**src/rtl/reg_wb_scheduler.sv**
```systemverilog
// ---------------------------------------------------------------------------
// reg_wb_scheduler
//
// Writeback scheduler for the register file's single write port. Up to NREQ
// writeback sources compete for the port; a round-robin arbiter grants one
// per cycle and the winner is registered into the write-port output stage.
// A per-register pending-write scoreboard counts reserved long-latency
// destinations and flags read-after-write hazards on the two read addresses.
//
// Ports:
//   clk, reset        clock; synchronous active-high reset
//   req_valid[i]      requester i holds a writeback
//   req_addr          destination register of requester i in [5i+4:5i]
//   req_data          writeback data of requester i in slice i
//   req_ready         one-hot grant (combinational from req_valid and ptr)
//   rsv_valid/addr    reserve a destination for an issued long-latency op
//   chk_addr_a/b      read-port addresses checked against the scoreboard
//   hazard            a checked address has a pending write
//   rf_write          register file write enable
//   rf_write_addr     register file write address
//   rf_data           register file write data
//   rsv_overflow      sticky: a reservation was dropped (count already 3)
// ---------------------------------------------------------------------------
module reg_wb_scheduler #(
  parameter int NREQ   = 3,
  parameter int DATA_W = 32
) (
  input  logic                   clk,
  input  logic                   reset,
  input  logic [NREQ-1:0]        req_valid,
  input  logic [5*NREQ-1:0]      req_addr,
  input  logic [DATA_W*NREQ-1:0] req_data,
  output logic [NREQ-1:0]        req_ready,
  input  logic                   rsv_valid,
  input  logic [4:0]             rsv_addr,
  input  logic [4:0]             chk_addr_a,
  input  logic [4:0]             chk_addr_b,
  output logic                   hazard,
  output logic                   rf_write,
  output logic [4:0]             rf_write_addr,
  output logic [DATA_W-1:0]      rf_data,
  output logic                   rsv_overflow
);

  // Pointer width, plus one spare bit so the wrap-around sum cannot overflow.
  localparam int PW = (NREQ > 1) ? $clog2(NREQ) : 1;
  localparam int SW = PW + 1;

  logic [PW-1:0]     ptr_q, ptr_d;
  logic [PW-1:0]     winner;
  logic [PW-1:0]     cand;
  logic [SW-1:0]     candSum;
  logic [SW-1:0]     nextSum;
  logic              anyGrant;

  logic [4:0]        addrArr [NREQ];
  logic [DATA_W-1:0] dataArr [NREQ];
  logic [4:0]        winAddr;
  logic [DATA_W-1:0] winData;

  logic              rf_write_q;
  logic [4:0]        rf_write_addr_q;
  logic [DATA_W-1:0] rf_data_q;

  logic [1:0]        cnt_q [32];
  logic [1:0]        cnt_d [32];
  logic [31:0]       incVec;
  logic [31:0]       decVec;
  logic              ovf_q, ovf_d;

  // Unpack the flat requester buses into per-requester arrays so the
  // winner can be selected with a plain array index.
  always_comb begin
    for (int i = 0; i < NREQ; i++) begin
      addrArr[i] = req_addr[5*i +: 5];
      dataArr[i] = req_data[DATA_W*i +: DATA_W];
    end
  end

  // Round-robin search: visit ptr, ptr+1, ... modulo NREQ and take the first
  // valid requester. The explicit subtract keeps the wrap correct when NREQ
  // is not a power of two. Reset suppresses any grant.
  always_comb begin
    anyGrant = 1'b0;
    winner   = '0;
    candSum  = '0;
    cand     = '0;
    for (int k = 0; k < NREQ; k++) begin
      candSum = {1'b0, ptr_q} + SW'(k);
      if (candSum >= SW'(NREQ)) candSum = candSum - SW'(NREQ);
      cand = candSum[PW-1:0];
      if (!anyGrant && req_valid[cand]) begin
        anyGrant = 1'b1;
        winner   = cand;
      end
    end
    if (reset) anyGrant = 1'b0;
  end

  // One-hot grant and next pointer (winner+1 mod NREQ; hold when idle).
  always_comb begin
    req_ready = '0;
    ptr_d     = ptr_q;
    nextSum   = {1'b0, winner} + SW'(1);
    if (nextSum >= SW'(NREQ)) nextSum = '0;
    if (anyGrant) begin
      req_ready[winner] = 1'b1;
      ptr_d             = nextSum[PW-1:0];
    end
  end

  assign winAddr = addrArr[winner];
  assign winData = dataArr[winner];

  // Output stage: register the winner. A grant to r0 still consumes the
  // slot and advances ptr, but never raises the write enable. Address and
  // data hold when idle since they are qualified by rf_write.
  always_ff @(posedge clk) begin
    if (reset) begin
      ptr_q           <= '0;
      rf_write_q      <= 1'b0;
      rf_write_addr_q <= '0;
      rf_data_q       <= '0;
    end else begin
      ptr_q      <= ptr_d;
      rf_write_q <= anyGrant && (winAddr != 5'd0);
      if (anyGrant) begin
        rf_write_addr_q <= winAddr;
        rf_data_q       <= winData;
      end
    end
  end

  // Scoreboard next state. A reservation on a saturated count is dropped
  // and latches the overflow flag. A writeback only decrements a nonzero
  // count, so untracked single-cycle results pass through harmlessly.
  // Simultaneous increment and decrement on one register cancel out.
  always_comb begin
    incVec = '0;
    decVec = '0;
    ovf_d  = ovf_q;
    if (rsv_valid && (rsv_addr != 5'd0)) begin
      if (cnt_q[rsv_addr] == 2'd3) ovf_d = 1'b1;
      else                         incVec[rsv_addr] = 1'b1;
    end
    if (rf_write_q && (rf_write_addr_q != 5'd0) && (cnt_q[rf_write_addr_q] != 2'd0))
      decVec[rf_write_addr_q] = 1'b1;
    for (int r = 0; r < 32; r++) begin
      cnt_d[r] = cnt_q[r];
      if (incVec[r] && !decVec[r])      cnt_d[r] = cnt_q[r] + 2'd1;
      else if (decVec[r] && !incVec[r]) cnt_d[r] = cnt_q[r] - 2'd1;
    end
    cnt_d[0] = 2'd0;
  end

  // Scoreboard state registers.
  always_ff @(posedge clk) begin
    if (reset) begin
      cnt_q <= '{default: 2'd0};
      ovf_q <= 1'b0;
    end else begin
      cnt_q <= cnt_d;
      ovf_q <= ovf_d;
    end
  end

  // Hazard reads only the registered counts, so a reservation made this
  // cycle shows up one cycle later. Forced low during reset.
  assign hazard = !reset &&
                  (((chk_addr_a != 5'd0) && (cnt_q[chk_addr_a] != 2'd0)) ||
                   ((chk_addr_b != 5'd0) && (cnt_q[chk_addr_b] != 2'd0)));

  assign rf_write      = rf_write_q;
  assign rf_write_addr = rf_write_addr_q;
  assign rf_data       = rf_data_q;
  assign rsv_overflow  = ovf_q;

endmodule

```
**config.mk**
```make
export PLATFORM = sky130hd
export DESIGN_NAME = reg_wb_scheduler
export DESIGN_NICKNAME = d
export VERILOG_FILES = /design/src/rtl/reg_wb_scheduler.sv
export SDC_FILE = /design/constraint.sdc
export NUM_CORES = 1
export LEC_CHECK = 0
export CAP_MARGIN = 30
export CORE_UTILIZATION = 54
export DETAILED_ROUTE_END_ITERATION = 12
export PLACE_DENSITY_LB_ADDON = 0.3
export SYNTH_ARGS = -nofsm -noshare
export SYNTH_HDL_FRONTEND = slang
export SYNTH_SLANG_ARGS = --single-unit
```
**constraint.sdc**
```tcl
create_clock -name clk -period 8.3 [get_ports clk]
set_clock_uncertainty 0.05 [all_clocks]
set_input_delay 1.66 -clock clk [delete_from_list [all_inputs] [get_ports clk]]
set_output_delay 1.66 -clock clk [all_outputs]
set_load 0.01 [all_outputs]
```
==> results.txt <==
- Status: completed
- Initial Util: 0.558
- Mux share of post-synthesis cell area: 0.118
- For this run, design rule violations remaining after detail routing come to 0.
* Layout filler cell count: 991
* Final hold violation count: 0
- Leakage power: 3.45 nW
* Top layer in use: met4
- Die height: 116 µm
* Crit end category: primary output
- By area, the combinational part of the netlist is dominated by simple AND/OR/NAND/NOR gates.
- Total core area: 12700 µm²
* Overall power after layout: 2.13 mW
- Overall overflow remaining after global route: 0
- Post-synthesis area per instance: 8.54 µm²
* Wire length of the first global-routing pass: 33.1 mm
* Post-CTS Resized: 0
- Once layout is complete, the utilization of the core stands at 0.723.
- After synthesis, the share of flip-flops with an asynchronous set or reset is 0.
- Largest fanout of any net on the critical path: 13
* Cts-stage hold buffer count: 0
- I/O pin count: 175
* Routed length on met2: 10.0 mm
- Counting flops and latches in the post-synthesis netlist gives 103.
- The floorplan step set the die width to 116 µm.
- Min Tclk post-route: 6280 ps
- Final #Nets: 1133
- The signal on the critical path passes through clkdlybuf4s50_1 -> mux2i_1 -> o21ai_0 -> and4bb_1 -> or2_4 -> nor3_2 -> clkdlybuf4s50_1.
- At the worst endpoint, the required time is 6590 ps.
- Flop pwr share: 0.309
- Worst setup timing slack at the placement stage: 2120 ps
- The setup path with the least slack is of type in2out.
- When the netlist entered floorplanning its net count stood at 995.
- Clock network power share: 0.220
* Cell depth of the worst flop-to-flop path: 9
- On the worst path, the slowest cell contributes a delay of 670 ps.
- Hold depth: 1
- Via density: 6.12
- CTS tree: done
* Fraction of layout instances using a drive strength above 1: 0.0659
- Number of distinct library cells after synthesis: 62
- Power density relative to cell area: 233 nW/µm²
- Slew @ Worst Pin: 1090 ps
* Number of max-cap violations: 0
* Antenna violations before repair: 1
* Post-synth EDFFs: 0
* Clock Sinks: 103
- Clock latency on the worst-skew pair: 360 ps
- Count of pins over their slew limit: 0
- Max Freq: 159 MHz
- In this run, CTS created clock tree buffers numbering 9.
* Cell count after synthesis: 828
* Port-buffer cells: 174
- Normalized max-slew margin: 0.271
- The cell area that synthesis handed to floorplanning was 7070 µm².
- Total iterations of the first detailed-routing run: 5
- Yosys printed 0 warnings.
* Crit-path slowest cell: clkdlybuf4s50_1
- Counting stages on the worst path, the most repeated cell is clkdlybuf4s50_1.
- In the finished design, the share of the clock period the worst path needs comes to 0.757.
* Number of routed nets with antenna violations: 0
* Leading post-synthesis cells by instance count: 103 x dfxtp_1, 102 x nand2_1, 74 x nor2_1
- Of all cell types, the one taking the most synthesized area is dfxtp_1.
- Detailed router's first-iteration violation count: 798
* Switching power: 0.811 mW
- Vias: 7004
- Switching portion of total power: 0.380
- The routed design has 21.5 mm of wire.
* Worst reg2reg startpoint: rf_write_addr[2]
- HPWL Detailed: 16.1 mm
* Placer's final routability congestion estimate: 0.938
- The path class of the tightest hold or removal check is reg2reg.
- Total track usage: 0.319
* Vias in the first global route: 6505
* Final design area excluding fillers: 9160 µm²
* Growth of design area from synthesis to finish: 29.6%
- Of the total synthesized cell area, the portion taken by full adders, half adders and majority gates is 0.0619.
- Placed Cells: 1127
- Setup slack of the critical path after layout: 2020 ps
- RSZ-0062 raised after global routing: false
* Met1 wire length: 8.89 mm
- In this run the deepest clock path goes through 2 buffers.
- Fin cells: 1144
- Buffers added to address setup during post-CTS repair amount to 0.
- Largest delay contributor family on the critical path: buffers and inverters
* H-tree depth: 3
* Cell area after placement: 8840 µm²
- VDD sags by at most 0.000289 V.
- Of the synthesized area, sequential elements account for 0.292.
- Critical path startpoint: req_valid[1]
- Worst Setup Start Kind: input pin
- After routing, the total negative slack on setup checks comes to 0 ps.
- In the post-synthesis netlist, the cell with the most instances is dfxtp_1.
- Of the total synthesized cell area, the portion taken by AND, OR, NAND and NOR gates is 0.221.
- Of the total power, combinational logic draws 0.472.
* CTS root buffer: clkbuf_16
- CP Data Arrival Time: 4570 ps
* Cell internal pwr: 1.32 mW
- Area share of xor/xnor cells in the synthesized design: 0.0768
- Sum of met3 wire segment lengths after detailed routing: 2.10 mm
- By area the synthesized netlist is led by dfxtp_1 29%, xor2_1 7.7%, mux4_2 7.3%, ha_1 6.2%, nand2_1 5.4%.
- Ys flop type: dfxtp_1
- Largest net degree at the start of global routing: 72
* Clock-pin slew of the registers on the worst-case setup and hold paths: 70 ps
* Overall die area: 13600 µm²
- Path length in cells of the critical path: 7
* # rows: 41
- Of the post-synthesis cell area, the dominant cell type holds 0.292.
* Hold_sp: rf_data[26]
- The fraction of the mapped netlist area in compound gates was 0.183.
* Wire length per cell after detailed routing: 18.8 µm
* Number of buffers and inverters on the critical path: 2
* Min Hold Slack: 430 ps
- Setup violations remaining at the end of the flow were counted as 0.
## power groups by stage
stage          logic [mW]  registers [mW]  clock network [mW]
2_1_floorplan       0.661           0.657                   0
5_1_grt              1.09           0.668               0.491
6_report             1.01           0.659               0.469
3_3_place_gp        0.987           0.663                   0
3_5_place_dp         1.00           0.662                   0
4_1_cts              1.01           0.657               0.473
## path summary, 6_finish.rpt
check / to / slack, ps
worst max register to register: cnt_q[39] / 4560
worst max-delay path: req_ready[0] / 2020
worst min-delay path: rf_data[26] / 430
worst min register to register: rf_data[26] / 430
## layer usage
layer,up-vias,global-route usage
met5,-,0
met4,0,0.103
met1,3318,0.426
li1,3293,-
met3,47,0.0903
met2,346,0.499
## area by class of cell
cell class	instances	area, µm²	area share
multi-input cells	657	4690	0.512
flip-flops and latches	103	2060	0.225
repair buffers	182	1820	0.198
clock buffers	10	229	0.0250
well taps	172	215	0.0235
clock inverters	6	92.6	0.0101
inverters	13	48.8	0.00533
diodes	1	2.50	0.000273
## placed cells by master (no fill, tap or decap), types with 6 or more instances in the layout
cell / netlist / routed
nor2_1: 74 / 73
mux4_2: 23 / 23
dfxtp_1: 103 / 103
a211oi_1: 7 / 7
clkbuf_16: 0 / 9
clkdlybuf4s50_1: 0 / 173
o21ai_0: 65 / 65
nand3_1: 28 / 28
buf_4: 5 / 7
xor2_1: 62 / 62
nor4b_1: 8 / 8
nor4_1: 7 / 7
o211ai_1: 6 / 6
a22o_1: 25 / 25
inv_1: 12 / 12
ha_1: 35 / 35
a21oi_1: 52 / 52
mux2i_1: 28 / 28
a221o_1: 10 / 10
nor3b_1: 6 / 6
nand2_1: 102 / 102
or3_1: 31 / 31
nor3_1: 27 / 27
## cells by family after synthesis
family | after synthesis
AO/OA/AOI/OAI | 197
flip-flops | 103
AND/OR/NAND/NOR | 310
XOR/XNOR | 62
adder cells (fa/ha/maj) | 35
buffers and inverters | 68
multiplexers | 53
## state kept, by name (all words and copies together), names as in the netlist
| register | flops |
|---|---|
| rsv_overflow | 1 |
| rf_data | 32 |
| rf_write_addr | 5 |
| rf_write | 1 |
| cnt_q | 62 |
| ptr_q | 2 |
Power figures use the tool's default switching activity.
